File: src/rtl/instr_dispatch_ctrl_if.sv
// Bus bundle between the instruction sequencer and its environment:
// fetch handshake, execution-unit start/done, bus drive enables and status.
interface instr_dispatch_ctrl_if;
    logic        run;
    logic        clear_fault;
    logic [15:0] instr_in;
    logic        instr_valid;
    logic [3:0]  done;
    logic [7:0]  bus_oe;
    logic        fetch_req;
    logic [15:0] ir;
    logic [3:0]  start;
    logic        busy;
    logic        halted;
    logic        fault;
    logic [1:0]  fault_code;
    logic        bus_conflict;
    logic [15:0] instr_count;

    modport master (
        output run, clear_fault, instr_in, instr_valid, done, bus_oe,
        input  fetch_req, ir, start, busy, halted, fault, fault_code,
               bus_conflict, instr_count
    );

    modport slave (
        input  run, clear_fault, instr_in, instr_valid, done, bus_oe,
        output fetch_req, ir, start, busy, halted, fault, fault_code,
               bus_conflict, instr_count
    );
endinterface

File: src/rtl/instr_dispatch_ctrl.sv
// Instruction sequencer: fetches a word, decodes opcode [15:12], starts one
// execution unit via start/done, retires and counts instructions. Polices the
// shared bus for multiple drivers and times out memory and execution waits.
module instr_dispatch_ctrl #(
    parameter int unsigned TIMEOUT = 64
) (
    input  logic                  clk,
    input  logic                  rst,
    instr_dispatch_ctrl_if.slave  bus
);

    typedef enum logic [2:0] {
        S_IDLE,
        S_FETCH,
        S_WAIT_MEM,
        S_DECODE,
        S_EXEC,
        S_RETIRE,
        S_HALTED,
        S_FAULT
    } state_t;

    typedef enum logic [1:0] {
        FC_BUS      = 2'b00,
        FC_ILLEGAL  = 2'b01,
        FC_SPURIOUS = 2'b10,
        FC_TIMEOUT  = 2'b11
    } fcode_t;

    localparam logic [7:0] WD_LAST = 8'(TIMEOUT - 1);

    state_t      state_q, state_d;
    fcode_t      fcode_q, fcode_d;
    logic [1:0]  unit_q, unit_d;
    logic [7:0]  wdog_q;
    logic [15:0] ir_q;
    logic [15:0] count_q;
    logic [3:0]  start_q;
    logic        fetch_q;
    logic        busy_q;
    logic        halted_q;
    logic        fault_q;
    logic        conflict_q;

    logic        wd_expired;
    logic        multi_drive;
    logic        dec_nop;
    logic        dec_halt;
    logic        dec_legal;
    logic [1:0]  dec_unit;

    assign wd_expired  = (wdog_q == WD_LAST);
    assign multi_drive = |(bus.bus_oe & (bus.bus_oe - 8'd1));

    // Opcode classification of the held instruction register.
    always_comb begin
        dec_nop   = 1'b0;
        dec_halt  = 1'b0;
        dec_legal = 1'b1;
        dec_unit  = 2'd0;
        case (ir_q[15:12])
            4'h0:             dec_nop  = 1'b1;
            4'h1, 4'h2:       dec_unit = 2'd1;
            4'h3, 4'h4, 4'h5: dec_unit = 2'd2;
            4'h6, 4'h7:       dec_unit = 2'd0;
            4'h8, 4'h9:       dec_unit = 2'd3;
            4'hF:             dec_halt = 1'b1;
            default:          dec_legal = 1'b0;
        endcase
    end

    // Next-state, fault code and selected unit.
    always_comb begin
        state_d = state_q;
        fcode_d = fcode_q;
        unit_d  = unit_q;
        case (state_q)
            S_IDLE: begin
                if (bus.run) state_d = S_FETCH;
            end
            S_FETCH: begin
                state_d = S_WAIT_MEM;
            end
            S_WAIT_MEM: begin
                if (bus.instr_valid) begin
                    state_d = S_DECODE;
                end else if (wd_expired) begin
                    state_d = S_FAULT;
                    fcode_d = FC_TIMEOUT;
                end
            end
            S_DECODE: begin
                if (dec_nop) begin
                    state_d = S_RETIRE;
                end else if (dec_halt) begin
                    state_d = S_HALTED;
                end else if (!dec_legal) begin
                    state_d = S_FAULT;
                    fcode_d = FC_ILLEGAL;
                end else begin
                    unit_d  = dec_unit;
                    state_d = S_EXEC;
                end
            end
            S_EXEC: begin
                if (conflict_q) begin
                    state_d = S_FAULT;
                    fcode_d = FC_BUS;
                end else if (bus.done[unit_q]) begin
                    state_d = S_RETIRE;
                end else if (|bus.done) begin
                    state_d = S_FAULT;
                    fcode_d = FC_SPURIOUS;
                end else if (wd_expired) begin
                    state_d = S_FAULT;
                    fcode_d = FC_TIMEOUT;
                end
            end
            S_RETIRE: begin
                state_d = bus.run ? S_FETCH : S_IDLE;
            end
            S_HALTED: begin
                state_d = S_HALTED;
            end
            S_FAULT: begin
                if (bus.clear_fault) begin
                    state_d = S_IDLE;
                    fcode_d = FC_BUS;
                end
            end
            default: begin
                state_d = S_IDLE;
            end
        endcase
    end

    // State register and Moore outputs, registered from the next state so
    // each output lines up with the state it describes.
    always_ff @(posedge clk or posedge rst) begin
        if (rst) begin
            state_q  <= S_IDLE;
            fcode_q  <= FC_BUS;
            unit_q   <= 2'd0;
            fetch_q  <= 1'b0;
            start_q  <= '0;
            busy_q   <= 1'b0;
            halted_q <= 1'b0;
            fault_q  <= 1'b0;
        end else begin
            state_q  <= state_d;
            fcode_q  <= fcode_d;
            unit_q   <= unit_d;
            fetch_q  <= (state_d == S_FETCH);
            start_q  <= (state_q == S_DECODE && state_d == S_EXEC) ? (4'b0001 << unit_d) : '0;
            busy_q   <= !(state_d inside {S_IDLE, S_HALTED, S_FAULT});
            halted_q <= (state_d == S_HALTED);
            fault_q  <= (state_d == S_FAULT);
        end
    end

    // Instruction register loads on the accepted memory beat only.
    always_ff @(posedge clk or posedge rst) begin
        if (rst) begin
            ir_q <= '0;
        end else if (state_q == S_WAIT_MEM && bus.instr_valid) begin
            ir_q <= bus.instr_in;
        end
    end

    // Retired-instruction counter, bumped on entry to RETIRE; wraps naturally.
    always_ff @(posedge clk or posedge rst) begin
        if (rst) begin
            count_q <= '0;
        end else if (state_d == S_RETIRE) begin
            count_q <= count_q + 16'd1;
        end
    end

    // Watchdog: zero on entering any state, counts while waiting on memory or a unit.
    always_ff @(posedge clk or posedge rst) begin
        if (rst) begin
            wdog_q <= '0;
        end else if (state_d != state_q) begin
            wdog_q <= '0;
        end else if (state_q == S_WAIT_MEM || state_q == S_EXEC) begin
            wdog_q <= wdog_q + 8'd1;
        end
    end

    // Bus multiple-driver flag, one cycle behind the drive enables.
    always_ff @(posedge clk or posedge rst) begin
        if (rst) begin
            conflict_q <= 1'b0;
        end else begin
            conflict_q <= multi_drive;
        end
    end

    assign bus.fetch_req    = fetch_q;
    assign bus.ir           = ir_q;
    assign bus.start        = start_q;
    assign bus.busy         = busy_q;
    assign bus.halted       = halted_q;
    assign bus.fault        = fault_q;
    assign bus.fault_code   = fcode_q;
    assign bus.bus_conflict = conflict_q;
    assign bus.instr_count  = count_q;

endmodule

File: src/flat_wrapper.sv
// flat-port wrapper written by rule: the top's interface ports become plain ports
module instr_dispatch_ctrl_flat 
#(
    parameter int unsigned TIMEOUT = 64
)
  (clk, rst, bus_run, bus_clear_fault, bus_instr_in, bus_instr_valid, bus_done, bus_bus_oe, bus_fetch_req, bus_ir, bus_start, bus_busy, bus_halted, bus_fault, bus_fault_code, bus_bus_conflict, bus_instr_count);
  instr_dispatch_ctrl_if bus_i ();
  input  logic clk;
  input  logic rst;
  input wire logic [$bits(bus_i.run)-1:0] bus_run;
  input wire logic [$bits(bus_i.clear_fault)-1:0] bus_clear_fault;
  input wire logic [$bits(bus_i.instr_in)-1:0] bus_instr_in;
  input wire logic [$bits(bus_i.instr_valid)-1:0] bus_instr_valid;
  input wire logic [$bits(bus_i.done)-1:0] bus_done;
  input wire logic [$bits(bus_i.bus_oe)-1:0] bus_bus_oe;
  output wire logic [$bits(bus_i.fetch_req)-1:0] bus_fetch_req;
  output wire logic [$bits(bus_i.ir)-1:0] bus_ir;
  output wire logic [$bits(bus_i.start)-1:0] bus_start;
  output wire logic [$bits(bus_i.busy)-1:0] bus_busy;
  output wire logic [$bits(bus_i.halted)-1:0] bus_halted;
  output wire logic [$bits(bus_i.fault)-1:0] bus_fault;
  output wire logic [$bits(bus_i.fault_code)-1:0] bus_fault_code;
  output wire logic [$bits(bus_i.bus_conflict)-1:0] bus_bus_conflict;
  output wire logic [$bits(bus_i.instr_count)-1:0] bus_instr_count;
  assign bus_i.run = bus_run;
  assign bus_i.clear_fault = bus_clear_fault;
  assign bus_i.instr_in = bus_instr_in;
  assign bus_i.instr_valid = bus_instr_valid;
  assign bus_i.done = bus_done;
  assign bus_i.bus_oe = bus_bus_oe;
  assign bus_fetch_req = bus_i.fetch_req;
  assign bus_ir = bus_i.ir;
  assign bus_start = bus_i.start;
  assign bus_busy = bus_i.busy;
  assign bus_halted = bus_i.halted;
  assign bus_fault = bus_i.fault;
  assign bus_fault_code = bus_i.fault_code;
  assign bus_bus_conflict = bus_i.bus_conflict;
  assign bus_instr_count = bus_i.instr_count;
  instr_dispatch_ctrl #(.TIMEOUT(TIMEOUT)) u_core (.clk(clk), .rst(rst), .bus(bus_i));
endmodule
File: config.mk
export PLATFORM = sky130hd
export DESIGN_NAME = instr_dispatch_ctrl_flat
export DESIGN_NICKNAME = d
export VERILOG_FILES = /design/src/rtl/instr_dispatch_ctrl_if.sv /design/src/rtl/instr_dispatch_ctrl.sv /design/src/flat_wrapper.sv
export SDC_FILE = /design/constraint.sdc
export NUM_CORES = 1
export LEC_CHECK = 0
export BUFFER_PORTS_ARGS = -buffer_cell sky130_fd_sc_hd__buf_2
export CORE_ASPECT_RATIO = 1.1
export CORE_UTILIZATION = 47
export CTS_CLUSTER_DIAMETER = 120
export DETAILED_ROUTE_END_ITERATION = 10
export MAX_ROUTING_LAYER = met4
export PLACE_DENSITY = 0.76
export SETUP_SLACK_MARGIN = 0.02
export SKIP_CTS_REPAIR_TIMING = 1
export SYNTH_ARGS = -nofsm -noshare
export SYNTH_HDL_FRONTEND = slang
export SYNTH_SLANG_ARGS = --single-unit
File: constraint.sdc
create_clock -name clk -period 2.1 [get_ports clk]
set_input_delay 0.42 -clock clk [delete_from_list [all_inputs] [get_ports clk]]
set_output_delay 0.42 -clock clk [all_outputs]
set_load 0.03 [all_outputs]
# == Word-level counts from Yosys, hierarchy flattened ==
# Index checks and enable logic that the tools add are counted.
# totals
register_bits,56
input_bits,33
out_inout_bits,43
wordCells,100
# op_classes
addsub,3
order_cmp,1
eq_ne,30
shifts,1
mux,35
n_bitwise,1
n_reduce_logical,17
# ops
cell,n
two-way mux 2 bit,14
two-way mux 3 bit,9
"equality test 3 bit, second input constant",8
one-hot mux 3 bit (8 select lines),1
"adder 16 x 1 -> 16 bit, second input constant",1
"equality test 4 x 3 -> 1 bit, second input constant",4
two-way mux 8 bit,2
"equality test 4 bit, second input constant",3
OR reduction 11 bit,1
"inequality test 2 bit, second input constant",5
"adder 8 x 1 -> 8 bit, second input constant",1
bitwise AND 8 bit,1
"equality test 4 x 2 -> 1 bit, second input constant",2
"equality test 8 x 6 -> 1 bit, second input constant",1
one-hot mux 2 bit (4 select lines),1
OR reduction 8 bit,1
"subtractor 8 x 1 -> 8 bit, second input constant",1
AND reduction 7 bit,1
"equality test 3 x 1 -> 1 bit, second input constant",2
"equality test 3 x 2 -> 1 bit, second input constant",2
zero test 3 bit,2
one-hot mux 2 bit (3 select lines),1
two-way mux 1 bit,5
"equality test 4 x 1 -> 1 bit, second input constant",1
other kinds (16),18

# == Logic depth before layout (Yosys ltp) ==
# depth
depth_word,10
depth_mapped,8
depth_no_buf,7

# == Worst setup path before layout ==
# Ideal clock, no wire load.
# synth_timing
path_kind,input port to flip-flop
start,in bus_done[1]
end,"reg u_core.count_q[1], in the netlist u_core.bus.instr_count[1]"
setup_time_ns,0.128
arrival_ns,1.947
t_required_ns,1.972
path_slack_ns,0.025
cell_stages,6
path_buffers,0
cell_sequence,or4_4 -> o21a_1 -> o21a_1 -> o21ai_2 -> nor2_1 -> mux2_1
# synth_between
elab_chain_cells,6
elab_cells_between_ends,8
classes_between,1 x eq/ne; 6 x mux; 1 x reduce/logical
# synth_lines
element,line,text
from (decl),flat_wrapper.sv:14,input wire logic [$bits(bus_i.done)-1:0] bus_done;
binary-select mux 1 bit (select 2 bit) / OR reduction 4 bit (equally long branches),"instr_dispatch_ctrl.sv:109, instr_dispatch_ctrl.sv:111",
two-way mux 1 bit (not written as such) / two-way mux 3 bit (equally long branches),"instr_dispatch_ctrl.sv:109, instr_dispatch_ctrl.sv:111",
two-way mux 3 bit *,instr_dispatch_ctrl.sv:109,end else if (bus.done[unit_q]) begin
two-way mux 3 bit *,instr_dispatch_ctrl.sv:106,if (conflict_q) begin
one-hot mux 3 bit (8 select lines) *,instr_dispatch_ctrl.sv:77,case (state_q)
equality test 3 bit *,instr_dispatch_ctrl.sv:174,end else if (state_d == S_RETIRE) begin
to (signal assigned),instr_dispatch_ctrl.sv:175,count_q <= count_q + 16'd1;
to (decl),instr_dispatch_ctrl.sv:37,logic [15:0] count_q;
# Mark *: on every way between the ends. The rest lies on a longest branch, timed or not. The select of a mux whose other input is x is not followed.
# A chain may end at the register's enable or synchronous reset.

# == Final worst setup path ==
# layout_timing
start,in bus_done[1]
end,"reg u_core.count_q[8], in the netlist u_core.bus.instr_count[8]"
# Same word-level chain as after synthesis.

==> impl_metrics.ini <==
[place]
hpwl_um = 4421
port_buffers = 75
gp_congestion = 0.7888

[min_path]
hold_path_class = in -> async

[synthesis]
yosysTopAreaCellShare = 0.4969
syn-cell-area_um2 = 2820
synthSimpleGateAreaFrac = 0.2001
synth_seq_area_share = 0.4969
netlist_top_cells_count = dfrtp_1, nor2_1, nand2_1, mux2_2, xor2_1
synth_compound_area_frac = 0.09894
syn_inst = 264
yosysTopAreaCell = dfrtp_1
syn-num-nets = 299
async_reset_ff_frac = 1.000
syn_area_per_cell_um2 = 10.68
synth_adder_area_share = 0.01242
yosys_warnings = 0
synth-edff-count = 0
synth_top_family_by_area = simple AND/OR/NAND/NOR gates
synth-xor-area-share = 0.07764
ys_seq_elements = 56
synthTopCellsByArea = dfrtp_1, mux2_2, xor2_1, nor2_1, nand2_1
synth_ff_type = dfrtp_1
synth.area.mux_share = 0.07941
ys_types = 49
synthMostInstantiatedCell = dfrtp_1

[clock_tree]
numCtsBuffers = 5
clk_path_buf_depth = 2
clkSinkCount = 56
cts_tree = built
clk_latency_ns = 0.32
h-tree-depth = 2
cts-root-buf = clkbuf_8
clk_pin_slew_ns = 0.11

[critical_path]
worstPathArrival_ns = 2.25
cpMaxStageDelayCell = or4_4
path_cells = buf_2, or4_4, o31ai_4, o21ai_4, buf_4, nor4_2, xor2_1
rrSetupSlack_ns = 0.09
crit_fanout = 5
startpoint_type = primary input
critPathKind = in -> reg
crit_family = simple AND/OR/NAND/NOR gates
cp.required_ns = 2.34
timing.rr.end = u_core.bus.instr_count[8]$_DFFE_PP0N_
path_depth = 7
cp-end-kind = flop
r2r-start = u_core.wdog_q[0]$_DFFE_PP0P_
critPathMaxStageDelay_ns = 0.57
reg2reg_depth = 8
cp_num_buf_inv = 2

[timing]
fin_skew_ns = 0.01068
slew_viol_final = 0
fin_crit_sh = 0.9575
setup_viol = 0
whs_ns = 0.1240
timing.fmax_ghz = 0.4973
setup_tns_ns = 0
worst-slew-pin-transition_ns = 0.5204
hold_viol = 0
period_needed_ns = 2.011
relSlewSlack = 0.6526
grt_setup_unrepaired = false

[grt]
grt_first_pass_wirelength_um = 9936
grt_pass1_vias = 2136
grt_max_degree = 34
grtUsageTotal = 0.2084
antenna_found_initial = 0
grt_overflow_total = 0

[drt]
routed_wl_um = 6274
vias_per_cell = 5.213
ant_nets = 0
drc = 0
vias = 2299
wire_per_inst_um = 14.23
drt-initial-drc-count = 94
dr.pass1.iters = 4

[cells_and_area]
nets = 398
diodes = 0
drive_above_1_share = 0.4203
syn2layout_area_growth_pct = 31.19

[pwr]
power_switching_w = 0.002333
p_seq_frac = 0.290
clockPowerShare = 0.175
power_leakage_nw = 1.791
power.density_nw_per_um2 = 1483
combPwrFrac = 0.535
power_w = 0.005487
switching_share = 0.4253
ir_drop_uv = 836.4
power.internal_w = 0.003153

[floorplanning]
fp.coreArea_um2 = 5769
dieArea_um2 = 6315
die_x_um = 75.86
fp.dieH_um = 83.25
io_pins = 76
initial_utilization = 0.4888
num_rows = 29

[flow_run]
max-cap-violations = 0

[status]
status = finished clean
state kept, by name, indices dropped and copies added, names as in the netlist:
register                 count
u_core.bus.ir               16
u_core.bus.busy              1
u_core.bus.bus_conflict      1
u_core.unit_q                2
u_core.bus.start             4
u_core.wdog_q                8
u_core.bus.fault_code        2
u_core.state_q               3
u_core.bus.instr_count      16
u_core.bus.fault             1
u_core.bus.fetch_req         1
u_core.bus.halted            1
cell type report:
| type | count | area (µm²) |
|---|---|---|
| clock buffer | 5 | 68.82 |
| clock inverter | 3 | 90.09 |
| fill | 468 | 2069 |
| inverter | 11 | 41.29 |
| multi-input combinational | 188 | 1403 |
| sequential | 56 | 1401 |
| tap | 77 | 96.34 |
| timing repair buffer | 101 | 599.3 |
routing by layer:
metal / part of all wire / GRT usage
met1: 0.43 / 0.2770
met4: 0.010 / 0.05051
met5: 0 / -
met3: 0.036 / 0.03519
met2: 0.52 / 0.3298
cells by family after synthesis:
kind of cell,after synthesis
AO/OA/AOI/OAI,38
XOR/XNOR,25
adder cells (fa/ha/maj),3
buffers and inverters,21
flip-flops,56
multiplexers,20
AND/OR/NAND/NOR,101
layout by cell type (no fill, tap or decap), types with 2 or more instances in the layout:
cell and n:
a21oi_1 5, and3_1 3, buf_12 2, buf_2 75, buf_4 23, bufinv_16 3
clkbuf_8 5, dfrtp_1 56, ha_1 2, inv_1 10, mux2_2 18, nand2_1 20
nand2b_1 2, nand3_1 8, nand4_1 6, nor2_1 28, nor2b_1 2, nor3_1 7
nor4_1 5, nor4_2 5, nor4_4 2, nor4b_2 2, o21a_1 5, o21ai_0 11
o21ai_2 2, o22ai_1 2, xnor2_1 7, xor2_1 18
worst max-delay path by stage:
stage	slack [ns]	start	endpoint
2_1_floorplan	0.03	bus_done[1]	u_core.bus.instr_count[1]$_DFFE_PP0N_
3_3_place_gp	-0.14	bus_done[1]	u_core.bus.instr_count[15]$_DFFE_PP0N_
3_5_place_dp	-0.17	bus_done[1]	u_core.bus.instr_count[15]$_DFFE_PP0N_
4_1_cts	0.009	u_core.unit_q[1]$_DFF_PP0_	u_core.bus.instr_count[1]$_DFFE_PP0N_
5_1_grt	0.006	u_core.wdog_q[1]$_DFFE_PP0P_	u_core.bus.instr_count[15]$_DFFE_PP0N_
6_report	0.09	bus_done[1]	u_core.bus.instr_count[8]$_DFFE_PP0N_
power by group through the flow:
stage	clock network, W	logic (W)	registers, W
floorplan	0	0.00140	0.00207
global placement	0	0.00264	0.00160
detailed placement	0	0.00269	0.00161
CTS	0.000975	0.00270	0.00159
global route	0.00101	0.00316	0.00163
finish	0.000962	0.00293	0.00159
per-stage QoR:
stage | area (µm²) | instances | utilization | worst slack [ns]
floorplan | 2820 | 264 | - | 0.02532
finish | 3700 | 441 | 0.6413 | 0.08928
global placement | 3403 | 425 | 0.5899 | -0.1355
detailed placement | 3403 | 425 | 0.5899 | -0.1664
global route | 3700 | 441 | 0.6413 | 0.005926
CTS | 3562 | 433 | 0.6174 | 0.009148
worst reg2reg max path: stages (launching register included):
cell and delay [ns]:
dfrtp_1 0.39, ha_1 0.21, nand2b_1 0.16, nor3_4 0.08, o31ai_4 0.29, o21ai_4 0.16
buf_4 0.17, nor4_2 0.30, xor2_1 0.18
Note: power is estimated with default switching activity, not from simulation.
